### config.mk
export PLATFORM = sky130hd
export DESIGN_NAME = pipelined_rc_adder
export DESIGN_NICKNAME = d
export VERILOG_FILES = /design/src/rtl/adder_pkg.sv /design/src/rtl/rca_segment.sv /design/src/rtl/pipelined_rc_adder.sv
export SDC_FILE = /design/constraint.sdc
export NUM_CORES = 1
export LEC_CHECK = 0
export CAP_MARGIN = 20
export CORE_MARGIN = 4
export CORE_UTILIZATION = 54
export DETAILED_ROUTE_END_ITERATION = 8
export PLACE_DENSITY = 0.79
export SLEW_MARGIN = 20
export SYNTH_ARGS = -nofsm -noshare
export SYNTH_HDL_FRONTEND = slang
export SYNTH_SLANG_ARGS = --single-unit
### constraint.sdc
create_clock -name clk -period 2.3 [get_ports clk]
set_input_delay 0.46 -clock clk [delete_from_list [all_inputs] [get_ports clk]]
set_output_delay 0.46 -clock clk [all_outputs]
set_load 0.01 [all_outputs]
### src/rtl/adder_pkg.sv
// Shared constants and helpers for the pipelined ripple-carry adder.
// Provides default geometry, stage-count function and a geometry check.
package adder_pkg;

  localparam int unsigned DEF_WIDTH = 16;
  localparam int unsigned DEF_SEG   = 4;

  function automatic int unsigned num_stages(
    input int unsigned w,
    input int unsigned s
  );
    return w / s;
  endfunction

  function automatic bit cfg_ok(
    input int unsigned w,
    input int unsigned s
  );
    return (s >= 1) && (s <= w) && ((w % s) == 0);
  endfunction

endpackage

### src/rtl/rca_segment.sv
// Combinational SEG-bit ripple of full adders.
// Ports: a_seg/b_seg/ci in; s_seg, co, c_msb_in (carry into top bit) out.
module rca_segment #(
  parameter int unsigned SEG = 4
) (
  input  logic [SEG-1:0] a_seg,
  input  logic [SEG-1:0] b_seg,
  input  logic           ci,
  output logic [SEG-1:0] s_seg,
  output logic           co,
  output logic           c_msb_in
);

  logic [SEG:0] c;

  always_comb begin
    c     = '0;
    s_seg = '0;
    c[0]  = ci;
    for (int i = 0; i < SEG; i++) begin
      s_seg[i] = a_seg[i] ^ b_seg[i] ^ c[i];
      c[i+1]   = (a_seg[i] & b_seg[i])
               | (c[i] & (a_seg[i] ^ b_seg[i]));
    end
  end

  assign co       = c[SEG];
  assign c_msb_in = c[SEG-1];

endmodule

### src/rtl/pipelined_rc_adder.sv
// Pipelined ripple-carry add/sub, one register stage per SEG-bit segment.
// Ports: clk, rst_n, in_valid/in_ready, a, b, cin, sub,
//        out_valid/out_ready, sum, cout, ovf.
module pipelined_rc_adder
  import adder_pkg::*;
#(
  parameter int unsigned WIDTH = DEF_WIDTH,
  parameter int unsigned SEG   = DEF_SEG
) (
  input  logic             clk,
  input  logic             rst_n,
  input  logic             in_valid,
  output logic             in_ready,
  input  logic [WIDTH-1:0] a,
  input  logic [WIDTH-1:0] b,
  input  logic             cin,
  input  logic             sub,
  output logic             out_valid,
  input  logic             out_ready,
  output logic [WIDTH-1:0] sum,
  output logic             cout,
  output logic             ovf
);

  localparam int unsigned STAGES = num_stages(WIDTH, SEG);
  localparam int unsigned LAST   = STAGES - 1;

  if (!cfg_ok(WIDTH, SEG)) begin : g_bad_cfg
    $error("WIDTH must be a nonzero multiple of SEG");
  end

  logic [STAGES-1:0] vld;
  logic [STAGES-1:0] load;

  for (genvar k = 0; k < STAGES; k++) begin : g_stg
    logic             vld_q;
    logic [WIDTH-1:0] res_q, res_d;
    logic [WIDTH-1:0] opa_q, opb_q;
    logic             co_q;

    logic             src_v, src_c;
    logic [WIDTH-1:0] src_a, src_b, src_r;
    logic [SEG-1:0]   s_seg;
    logic             co, cmsb;

    // A stage can take new data unless it and every stage
    // downstream of it is occupied while the output stalls.
    assign vld[k]  = vld_q;
    assign load[k] = out_ready | ~(&vld[LAST:k]);

    if (k == 0) begin : g_first
      assign src_v = in_valid;
      assign src_a = a;
      assign src_b = sub ? ~b : b;
      assign src_c = sub | cin;
      assign src_r = '0;
    end else begin : g_next
      assign src_v = g_stg[k-1].vld_q;
      assign src_a = g_stg[k-1].opa_q;
      assign src_b = g_stg[k-1].opb_q;
      assign src_c = g_stg[k-1].co_q;
      assign src_r = g_stg[k-1].res_q;
    end

    rca_segment #(.SEG(SEG)) u_seg (
      .a_seg    (src_a[SEG*k +: SEG]),
      .b_seg    (src_b[SEG*k +: SEG]),
      .ci       (src_c),
      .s_seg    (s_seg),
      .co       (co),
      .c_msb_in (cmsb)
    );

    always_comb begin
      res_d                = src_r;
      res_d[SEG*k +: SEG]  = s_seg;
    end

    always_ff @(posedge clk or negedge rst_n) begin
      if (!rst_n) begin
        vld_q <= 1'b0;
        res_q <= '0;
        opa_q <= '0;
        opb_q <= '0;
        co_q  <= 1'b0;
      end else if (load[k]) begin
        vld_q <= src_v;
        if (src_v) begin
          res_q <= res_d;
          opa_q <= src_a;
          opb_q <= src_b;
          co_q  <= co;
        end
      end
    end

    if (k == LAST) begin : g_ovf
      logic ovf_q;
      always_ff @(posedge clk or negedge rst_n) begin
        if (!rst_n) begin
          ovf_q <= 1'b0;
        end else if (load[k] && src_v) begin
          ovf_q <= cmsb ^ co;
        end
      end
    end
  end

  assign in_ready  = load[0];
  assign out_valid = g_stg[LAST].vld_q;
  assign sum       = g_stg[LAST].res_q;
  assign cout      = g_stg[LAST].co_q;
  assign ovf       = g_stg[LAST].g_ovf.ovf_q;

endmodule
==> flow_metrics.env, run 1 <==
export IMPL_outcome="finished clean"
export IMPL_whs_ns=0.0671
export IMPL_synth_cell_types=19
export IMPL_rows=32
export IMPL_grt_usage=0.169
export IMPL_port_buffers=57
export IMPL_finClkSkew_ns=0.0139
export IMPL_cellLeakagePower_nw=2.38
export IMPL_dp_hpwl_um=5080
export IMPL_path_class="input port to register"
export IMPL_tightest_slew_ns=0.543
export IMPL_regArea_um2=2430
export IMPL_antenna_cells=0
export IMPL_required_ns=2.54
export IMPL_syn_inst=285
export IMPL_grt_overflow_total=0
export IMPL_drc=0
export IMPL_nets=409
export IMPL_cts_num_sinks=97
export IMPL_htreeDepth=3
export IMPL_worstReg2RegEnd="ovf"
export IMPL_grt_max_degree=44
export IMPL_numCtsBuffers=9
export IMPL_cts_tree="yes"
export IMPL_rr_startpoint="g_stg[2].opa_q[12]"
export IMPL_ios=58
export IMPL_area_delta_synth_final_pct=24.7
export IMPL_clock_latency_ns=0.36
export IMPL_max_cap_violations=0
export IMPL_initial_core_util=0.550
export IMPL_max_vdd_ir_drop_mv=0.483
export IMPL_total_power_mw=5.93
export IMPL_reg2reg_depth=9
export IMPL_grt_pass1_wl_um=11700
export IMPL_cts_hold_buffers=0
export IMPL_multi_input_area_um2=1650
export IMPL_place_gp_congestion=0.751
export IMPL_place_area_um2=5020
export IMPL_synth_net_count=339
export IMPL_drtIter0Drc=51
export IMPL_synth_area_um2=4230
export IMPL_dieWidth_um=96.5
export IMPL_start_kind="input port"
export IMPL_cts_buffer_depth=2
export IMPL_hold_violations=0
export IMPL_crit_arrival_ns=2.50
export IMPL_synth_seq_cells=97
export IMPL_cts_root_buf="clkbuf_8"
export IMPL_yosysWarnings=0
export IMPL_cp_end_kind="register"
export IMPL_post_route_period_util=0.982
export IMPL_core_area_um2=7690
export IMPL_hold_class="input port to asynchronous set/reset pin"
export IMPL_slew_headroom=0.638
export IMPL_setup_viol=0
export IMPL_routed_wl_um=6850
export IMPL_cp_max_fo=5
export IMPL_postRouteAntennaNets=0
export IMPL_vias=2268
export IMPL_dr_pass1_iters=4
export IMPL_grt_setup_unrepaired="yes"
export IMPL_nFillCells=566
export IMPL_final_area_um2=5280
export IMPL_powerDensity_nw_per_um2=1120
export IMPL_clk_pin_slew_ns=0.10
export IMPL_final_common_cell="dfrtp_1"
export IMPL_final_cell_mix="dfrtp_1 (97), mux2_2 (74), clkdlybuf4s50_1 (51)"
export IMPL_grt_pass1_vias=2410
export IMPL_finalCriticalPeriod_ns=2.26
export IMPL_drive_gt1_frac=0.342
export IMPL_dieArea_um2=9320
export IMPL_syn_area_per_cell_um2=14.8
export IMPL_fp_dieH_um=96.5
export IMPL_final_util=0.687
export IMPL_antenna_found_initial=0
export IMPL_avgRoutedWirePerCell_um=14.8
export IMPL_slew_viol_final=0
export IMPL_worst_r2r_setup_slack_ns=0.07
export IMPL_viasPerCell=4.91
export IMPL_synth_seq_area_share=0.574
export IMPL_max_freq_mhz=443
worst max-delay path, stage by stage:
cell and delay, ns:
buf_6 0.09, buf_8 0.13, xnor2_4 0.13, fa_2 0.39, inv_2 0.06, fa_2 0.18
inv_2 0.04, fa_2 0.32, inv_2 0.06, fa_1 0.37, mux2_4 0.26
layout make-up:
type,instances,area share
Clock buffer,10,0.0261
Multi-Input combinational cell,143,0.312
Sequential cell,97,0.460
Timing Repair Buffer,69,0.132
Clock inverter,6,0.0213
Tap cell,102,0.0242
Inverter,35,0.0249
repair_timing:
action / 4_1_cts / 5_1_grt
gates resized for setup: 15 / 4
cloned: 0 / 0
buffers inserted: 0 / 1
pin swaps: 5 / 6
setup endpoints to repair: 3 / 3
worst max-delay path by stage:
stage	from	end	slack (ns)	depth (start not counted)
after floorplan	sub	g_stg[0].res_q[3]	-0.32	11
after global placement	sub	g_stg[0].res_q[3]	-0.67	11
after detailed placement	sub	g_stg[0].res_q[3]	-0.70	11
after CTS	sub	g_stg[0].res_q[3]	-0.02	11
after global routing	b[1]	g_stg[0].res_q[3]	-0.007	8
final	sub	g_stg[0].res_q[3]	0.04	11
sequential cells by signal, summed over array words and instances, names as in the netlist:
signal	count
cout	1
g_stg.co_q	3
g_stg.opa_q	24
g_stg.opb_q	24
g_stg.res_q	24
g_stg.vld_q	3
out_valid	1
ovf	1
sum	16
layer usage:
metal / part of all wire / global-route usage / vias up
met3: 0.037 / 0.0442 / 12
met1: 0.44 / 0.228 / 1141
li1: - / - / 1076
met2: 0.50 / 0.264 / 39
met5: 0 / 0 / -
met4: 0.019 / 0.0631 / 0
stage by stage:
step | setup slack [ns] | std cells | TNS [ns]
after floorplan | -0.321 | 285 | -0.494
after global placement | -0.667 | 445 | -1.55
after detailed placement | -0.703 | 445 | -1.72
after CTS | -0.0163 | 461 | -0.0163
after global routing | -0.00652 | 462 | -0.00652
final | 0.0419 | 462 | 0
logic make-up (layout without fill, tap and decap cells):
| group | after synthesis | in the layout | share of synthesized area |
|---|---|---|---|
| compound gates | 7 | 7 | 0.00976 |
| xor+xnor | 17 | 17 | 0.0352 |
| fa+ha+maj | 16 | 16 | 0.0757 |
| buf+inv | 45 | 120 | 0.0464 |
| flops | 97 | 97 | 0.574 |
| mux | 90 | 90 | 0.242 |
| simple gates | 13 | 13 | 0.0174 |
cells in the mapped netlist:
| library cell | number | share of area |
|---|---|---|
| xnor2_1 | 5 | 0.010 |
| fa_1 | 16 | 0.076 |
| nor2_1 | 1 | 0.00089 |
| nand2b_1 | 4 | 0.0059 |
| buf_2 | 7 | 0.0083 |
| xor2_1 | 12 | 0.025 |
| buf_4 | 1 | 0.0018 |
| and4b_1 | 1 | 0.0024 |
| nand2_1 | 5 | 0.0044 |
| a21boi_2 | 1 | 0.0027 |
| dfrtp_1 | 97 | 0.57 |
| mux2_2 | 74 | 0.20 |
| nand4b_1 | 1 | 0.0021 |
| buf_6 | 2 | 0.0053 |
| o21ai_0 | 6 | 0.0071 |
| inv_1 | 35 | 0.031 |
| mux2_4 | 6 | 0.021 |
| nand3b_1 | 1 | 0.0018 |
| mux2i_1 | 10 | 0.024 |
power by group:
part	internal [mW]	switching [mW]	total, mW
Combinational	1.17	0.748	1.92
Clock	0.756	0.575	1.33
Sequential	2.33	0.348	2.68
Power figures use the tool's default switching activity.
==> run 2: changes to the inputs <==
PLACE_DENSITY = 0.8   (was 0.79)
==> run 2 against run 1 <==
Net effect: sequential cell count stayed put; clock power is 12% lower; critical path depth stayed put; via count is 0.31% lower; worst hold slack better by 0.44 ns; non-clock buffer count stayed put; utilization is 0.11 points lower; clock-buffer cell count is 1 lower; critical path type unchanged; critical endpoint unchanged; largest cell class unchanged; largest power group unchanged; highest routed layer unchanged.
==> flow_metrics.env, run 2 (synthesized netlist as in run 1, its figures left out) <==
export IMPL_whs_ns=0.509
export IMPL_cellLeakagePower_nw=2.35
export IMPL_dieArea_um2=9320
export IMPL_grt_usage=0.170
export IMPL_max_freq_mhz=443
export IMPL_path_class="input port to register"
export IMPL_dp_hpwl_um=5080
export IMPL_ios=58
export IMPL_htreeDepth=3
export IMPL_cp_slowest_cell="fa_2"
export IMPL_setup_viol=0
export IMPL_path_cells="buf_6, buf_8, xnor2_4, fa_2, inv_2, fa_2, inv_2, fa_2, inv_2, fa_1, mux2_4"
export IMPL_cp_depth=11
export IMPL_clk_pin_slew_ns=0.09
export IMPL_grt_setup_unrepaired="no"
export IMPL_viasPerCell=4.89
export IMPL_slowest_delay_ns=0.38
export IMPL_hold_violations=0
export IMPL_finalCriticalPeriod_ns=2.26
export IMPL_port_buffers=57
export IMPL_p_sw_frac=0.289
export IMPL_core_area_um2=7690
export IMPL_max_vdd_ir_drop_mv=0.427
export IMPL_slew_viol_final=0
export IMPL_grt_overflow_total=0
export IMPL_power_frac_seq=0.466
export IMPL_tightest_slew_ns=0.365
export IMPL_dieWidth_um=96.5
export IMPL_routed_wl_um=6830
export IMPL_rows=32
export IMPL_outcome="finished clean"
export IMPL_nFillCells=553
export IMPL_dr_pass1_iters=4
export IMPL_cp_num_buf_inv=5
export IMPL_nets=409
export IMPL_final_cell_mix="dfrtp_1 (97), mux2_2 (74), clkdlybuf4s50_1 (51)"
export IMPL_antenna_found_initial=0
export IMPL_drive_gt1_frac=0.358
export IMPL_min_path_cells=1
export IMPL_vias=2261
export IMPL_initial_core_util=0.550
export IMPL_required_ns=2.54
export IMPL_grt_pass1_vias=2411
export IMPL_drc=0
export IMPL_reg2reg_depth=8
export IMPL_finClkSkew_ns=0.00915
export IMPL_cts_root_buf="clkbuf_8"
export IMPL_start_kind="input port"
export IMPL_powerDensity_nw_per_um2=1090
export IMPL_area_delta_synth_final_pct=24.5
export IMPL_max_cap_violations=0
export IMPL_cp_max_fo=4
export IMPL_final_util=0.686
export IMPL_grt_pass1_wl_um=11800
export IMPL_p_int_mw=4.10
export IMPL_pwr_share_comb=0.330
export IMPL_drtIter0Drc=90
export IMPL_clock_latency_ns=0.35
export IMPL_grt_max_degree=74
export IMPL_reg_largest_list="g_stg.opa_q x24, g_stg.opb_q x24, g_stg.res_q x24"
export IMPL_fp_dieH_um=96.5
export IMPL_final_common_cell="dfrtp_1"
export IMPL_power_switching_mw=1.67
export IMPL_antenna_cells=0
export IMPL_cp_end_kind="register"
export IMPL_avgRoutedWirePerCell_um=14.8
export IMPL_crit_arrival_ns=2.50
export IMPL_post_route_period_util=0.982
export IMPL_postRouteAntennaNets=0
export IMPL_cts_buffer_depth=2
export IMPL_total_power_mw=5.77
export IMPL_slew_headroom=0.757
export IMPL_numCtsBuffers=9
export IMPL_cts_tree="yes"
export IMPL_hold_class="register to register"
export IMPL_cts_num_sinks=97
export IMPL_place_gp_congestion=0.734
export IMPL_clock_power_share=0.203
export IMPL_path_delay_family="adder cells"
export IMPL_setup_tns_ns=0
[run 2: changes by cell type in the layout (fill, tap and decap cells not counted), sizes merged]
cell,delta
buf,-2
bufinv,-1
clkbuf,-1
clkdlybuf4s15,+1
clkinvlp,+2
dlygate4sd3,+1
[run 2: stage by stage]
step	worst slack [ns]	instance area (um2)	cells
2_1_floorplan	-0.321	4280	285
3_3_place_gp	-0.666	5010	444
3_5_place_dp	-0.675	5010	444
4_1_cts	0.000481	5250	462
5_1_grt	0.00321	5270	462
6_report	0.0405	5270	462
[run 2: layer usage]
metal / GRT usage / up-vias / share of wire
met2: 0.272 / 43 / 0.51
met4: 0.0561 / 0 / 0.0098
met1: 0.234 / 1141 / 0.45
met3: 0.0349 / 7 / 0.039
li1: - / 1070 / -
met5: 0 / - / 0
[run 2: cell type report]
type	count	area, um2	share of cell area
well taps	102	128	0.0242
flip-flops and latches	97	2430	0.461
multi-input cells	143	1660	0.315
clock inverters	7	93.8	0.0178
repair buffers	69	704	0.134
clock buffers	9	124	0.0235
inverters	35	131	0.0249
[run 2: final timing paths]
kind / to / slack (ns) / startpoint
max in group asynchronous: g_stg[0].opa_q[4] / 1.09 / rst_n
max: g_stg[0].res_q[3] / 0.04 / sub
min in group asynchronous: sum[11] / 0.55 / rst_n
min reg2reg: sum[7] / 0.51 / sum[7]
max reg2reg: g_stg[2].res_q[11] / 0.11 / g_stg[1].opa_q[8]
min: sum[7] / 0.51 / sum[7]
[run 2: worst reg2reg max path: cells and delay by family (launching register included)]
family	cells	cell delay [ns]
adders and majority gates	4	1.33
DFF	1	0.41
buffers and inverters	3	0.20
muxes	1	0.18
[run 2: timing repair]
action / CTS / global route
pin swaps: 6 / 8
setup buffers: 1 / 0
endpoints found under the setup margin: 3 / 4
gates resized for setup: 14 / 10
hold buffers: 1 / 0
endpoints found under the hold margin: 5 / 0
[run 2: power by group through the flow]
stage          clock [mW]  combinational (mW)  sequential, mW
4_1_cts              1.21                1.91            2.70
2_1_floorplan           0                1.10            2.69
5_1_grt              1.28                2.14            2.77
3_5_place_dp            0                1.89            2.73
3_3_place_gp            0                1.81            2.69
6_report             1.17                1.91            2.69
==> run 3: changes to the inputs <==
SKIP_CTS_REPAIR_TIMING = 1   (was default)
SLEW_MARGIN = 5   (was 20)
==> run 3 against run 2 <==
Net effect: the run now ends with negative setup slack left; worst hold slack got worse by 0.51 ns; non-clock buffer count unchanged; global-route usage decreased by 0.050 points; register-to-register slack about the same; critical endpoint unchanged.
==> flow_metrics.env, run 3 (synthesized netlist as in run 1, its figures left out) <==
export IMPL_outcome="complete, but fails checks"
export IMPL_violations="negative setup slack"
export IMPL_antenna_found_initial=0
export IMPL_crit_path_end="g_stg[0].res_q[3]"
export IMPL_worst_r2r_setup_slack_ns=0.11
export IMPL_clock_latency_ns=0.35
export IMPL_start_kind="input port"
export IMPL_powerDensity_nw_per_um2=1090
export IMPL_path_delay_family="adder cells"
export IMPL_tightest_slew_ns=0.365
export IMPL_reg2reg_depth=8
export IMPL_cts_buffer_depth=2
export IMPL_dr_pass1_iters=4
export IMPL_slew_headroom=0.757
export IMPL_cp_slowest_cell="fa_1"
export IMPL_slew_viol_final=0
export IMPL_path_class="input port to register"
export IMPL_max_cap_violations=0
export IMPL_total_power_mw=5.77
export IMPL_required_ns=2.54
export IMPL_path_cells="dlymetal6s2s_1, buf_6, xnor2_4, fa_2, inv_2, fa_2, inv_2, fa_2, inv_2, fa_1, mux2_4"
export IMPL_crit_arrival_ns=2.59
export IMPL_finalCriticalPeriod_ns=2.35
export IMPL_fp_dieH_um=96.5
export IMPL_setup_slack_ns=-0.0475
export IMPL_area_delta_synth_final_pct=24.6
export IMPL_dieArea_um2=9320
export IMPL_cellLeakagePower_nw=2.38
export IMPL_grt_max_degree=74
export IMPL_worstReg2RegEnd="g_stg[2].res_q[11]"
export IMPL_numCtsBuffers=9
export IMPL_cp_end_kind="register"
export IMPL_postRouteAntennaNets=0
export IMPL_grt_overflow_total=0
export IMPL_core_area_um2=7690
export IMPL_cp_num_buf_inv=5
export IMPL_reg_largest_list="g_stg.opa_q x24, g_stg.opb_q x24, g_stg.res_q x24"
export IMPL_hold_class="input port to asynchronous set/reset pin"
export IMPL_max_vdd_ir_drop_mv=0.427
export IMPL_cp_max_fo=5
export IMPL_hold_violations=0
export IMPL_finClkSkew_ns=0.00987
export IMPL_crit_start="sub"
export IMPL_cts_root_buf="clkbuf_8"
export IMPL_final_cell_mix="dfrtp_1 (97), mux2_2 (74), clkdlybuf4s50_1 (51)"
export IMPL_post_route_period_util=1.02
export IMPL_drc=0
export IMPL_cp_depth=11
export IMPL_grt_setup_unrepaired="yes"
export IMPL_avgRoutedWirePerCell_um=14.9
export IMPL_clk_pin_slew_ns=0.09
export IMPL_antenna_cells=0
export IMPL_nets=409
export IMPL_drive_gt1_frac=0.356
export IMPL_cts_tree="yes"
export IMPL_initial_core_util=0.550
export IMPL_grt_usage=0.169
export IMPL_final_common_cell="dfrtp_1"
export IMPL_vias=2261
export IMPL_dp_hpwl_um=5080
export IMPL_setup_viol=1
export IMPL_slowest_delay_ns=0.39
export IMPL_cts_num_sinks=97
export IMPL_max_freq_mhz=426
export IMPL_ios=58
export IMPL_rows=32
export IMPL_drtIter0Drc=91
export IMPL_routed_wl_um=6900
export IMPL_port_buffers=57
export IMPL_grt_pass1_vias=2409
export IMPL_viasPerCell=4.89
export IMPL_grt_pass1_wl_um=11700
export IMPL_place_gp_congestion=0.734
export IMPL_final_util=0.686
export IMPL_dieWidth_um=96.5
export IMPL_rr_startpoint="g_stg[1].opa_q[8]"
export IMPL_htreeDepth=3
run 3: cell types whose count changed in the layout (fill, tap and decap cells not counted), sizes merged:
cell,change
clkdlybuf4s15,-1
dlygate4sd2,-3
dlygate4sd3,-1
dlymetal6s2s,+5
run 3: routing by layer:
layer  wire, um  track usage
met5          0            0
met4         68       0.0561
met3        265       0.0349
met2       3460        0.271
met1       3100        0.233
run 3: report_power, final:
part,internal (mW),switching (mW),total [mW]
clock,0.612,0.564,1.18
combinational,1.16,0.752,1.91
sequential,2.33,0.358,2.69
run 3: layout make-up:
class | count | area [um2]
Clock inverter | 7 | 93.8
Inverter | 35 | 131
Multi-Input combinational cell | 143 | 1660
Fill cell | 549 | 2410
Tap cell | 102 | 128
Timing Repair Buffer | 69 | 712
Sequential cell | 97 | 2430
Clock buffer | 9 | 124
run 3: worst min-delay path by stage:
| stage | startpoint | to | slack [ns] | depth (start not counted) |
|---|---|---|---|---|
| 6_report | rst_n | sum[11] | 0.004 | 1 |
| 4_1_cts | rst_n | sum[11] | -0.002 | 1 |
| 5_1_grt | rst_n | sum[11] | 0.002 | 1 |
| 2_1_floorplan | rst_n | cout | 0.16 | 0 |
| 3_5_place_dp | rst_n | sum[11] | 0.39 | 1 |
| 3_3_place_gp | rst_n | sum[11] | 0.39 | 1 |
run 3: stage by stage:
stage / setup slack (ns) / hold WS (ns) / area [um2] / instances / TNS (ns)
after CTS: -0.293 / -0.00190 / 5230 / 460 / -0.516
after detailed placement: -0.675 / 0.392 / 5010 / 444 / -1.63
after floorplan: -0.321 / 0.164 / 4280 / 285 / -0.494
after global routing: -0.116 / 0.00222 / 5270 / 462 / -0.116
final: -0.0475 / 0.00395 / 5270 / 462 / -0.0475
after global placement: -0.666 / 0.388 / 5010 / 444 / -1.55
==> RTL edit (settings of run 2) <==
Set the package constant `DEF_SEG` to 2 (it was 4).
--- a/src/rtl/adder_pkg.sv
+++ b/src/rtl/adder_pkg.sv
@@ -3,7 +3,7 @@
 package adder_pkg;
 
   localparam int unsigned DEF_WIDTH = 16;
-  localparam int unsigned DEF_SEG   = 4;
+  localparam int unsigned DEF_SEG   = 2;
 
   function automatic int unsigned num_stages(
     input int unsigned w,
Function: changed (Yosys sat finds a counterexample within 10 cycles, from zero or initial values and one cycle with rst_n low).
==> RTL edit against run 2 <==
Area after synthesis increased by 95%; sequential share of layout area rose by 4.7 points; design area grew 88%; worst setup slack gained 0.15 ns; clock power increased to 2.9 times the old value; routed wire length increased by 87%; sequential cell count grew 104; sequential power is 110% higher; power grew 120%; highest routed layer unchanged.
==> RTL edit: results <==
group,metric,value,unit
outcome,status,"finished clean",
clock_tree,numCtsBuffers,21,
global_route,first_global_vias,4640,
clock_tree,post_cts_buffers,0,
routing,first_pass_iters,4,
clock_tree,clkLatencyLatePin,0.48,ns
synth,synth_compound_area_share,1.62,%
cells_and_area,largest_registers,"g_stg.opa_q x56, g_stg.opb_q x56, g_stg.res_q x56",
place,pre_cts_ws,-0.110,ns
cells_and_area,drive_above_1_share,36.1,%
synth,synth_flop_cell,"dfrtp_1",
power,ir_drop,600,uV
routing,num_vias,4161,
global_route,grt_pass1_wl,23.1,mm
place,io_buffers,57,
global_route,grt_max_degree,56,
synth,synthMuxAreaShare,26.1,%
place,hpwl,8.75,mm
power,leakage,4.48,nW
place,gp_congestion,0.718,
cells_and_area,diodes,0,
clock_tree,clk_pin_slew,0.06,ns
synth,synthXorXnorAreaFrac,1.80,%
hold_path,hold_class,"input port to asynchronous set/reset pin",
routing,first_iter_violations,208,
synth,synth_nets,587,
cells_and_area,stdcell_count,807,
routing,routed_wl,12.8,mm
worst_setup_path,crit_fanout,2,
sta,clock_skew,0.00991,ns
synth,yosysSeqAreaShare,60.8,%
cells_and_area,final_nets,663,
worst_setup_path,path_delay_family,"buffers and inverters",
global_route,antenna_found_initial,0,
place,dp.cells,769,
worst_setup_path,cp.arrival,1.65,ns
synth,avgSynthCellArea,15.5,um2
cells_and_area,multi_input_area,2890,um2
worst_setup_path,max_stage_delay,0.42,ns
clock_tree,cts.htree.levels,1,
synth,synth_common_cells,"dfrtp_1, mux2_2, inv_1",
synth,ys_types,29,
clock_tree,clockBufferDepth,3,
worst_setup_path,slowest_stage,"clkdlybuf4s50_1",
synth,synth_area_leaders,"dfrtp_1, mux2_2, fa_1, mux2_4, mux2i_1",
place,placed_area,9180,um2
clock_tree,cts_root_buffer,"clkbuf_16",
global_route,grt_usage,15.8,%
cells_and_area,nFillCells,1050,
sta,worst_slew_pin_slew,0.328,ns
synth,synthArstFlopShare,100,%
synth,ys_warn_count,0,
synth,synth_adder_area_share,3.87,%
RTL edit: changes by cell type in the layout (fill, tap and decap cells not counted), moves of 4 or more:
cell / delta
dfrtp_1: +102
mux2_2: +75
inv_1: +27
clkbuf_16: +21
mux2_4: +11
mux2i_1: +11
buf_12: +8
fa_1: +8
fa_2: -8
inv_2: -8
buf_4: -4
clkdlybuf4s50_1: +4
o21ai_0: +4
RTL edit: final timing paths:
kind,start,slack (ns),cells past startpoint,to
worst min register to register,g_stg[1].opa_q[8],0.49,1,g_stg[2].opa_q[8]
max in group asynchronous,rst_n,1.24,3,sum[5]
worst min-delay path,rst_n,0.45,2,g_stg[0].opa_q[2]
min in group clk,g_stg[1].opa_q[8],0.49,1,g_stg[2].opa_q[8]
worst max register to register,g_stg[5].vld_q,0.47,5,g_stg[3].opb_q[10]
worst max-delay path,out_ready,0.19,4,in_ready
RTL edit: final cells by class:
type                            instances  share of cell area, %
Timing Repair Buffer                   73                   8.41
Clock inverter                          8                   1.19
Multi-Input combinational cell        258                   29.1
Inverter                               54                   2.05
Sequential cell                       201                   50.8
Clock buffer                           29                   6.11
Tap cell                              184                   2.32
RTL edit: timing repair:
action                                  in CTS  in global routing
hold buffers                                 1                  0
resized for setup                            3                  0
endpoints found under the hold margin       34                  0
endpoints found under the setup margin       1                  0
RTL edit: per-layer routing:
layer	vias to the layer above	global-route usage, %	routed length [um]
met1	2110	21.6	5850
met3	23	2.98	459
li1	1947	-	-
met2	81	26.2	6210
met5	-	0	0
met4	0	4.55	265
RTL edit: report_power, final:
group,internal (mW),leakage (nW),switching (mW),total [mW]
registers,4.95,2.35,0.750,5.70
clock network,2.17,0.356,1.28,3.45
logic,2.15,1.78,1.39,3.54
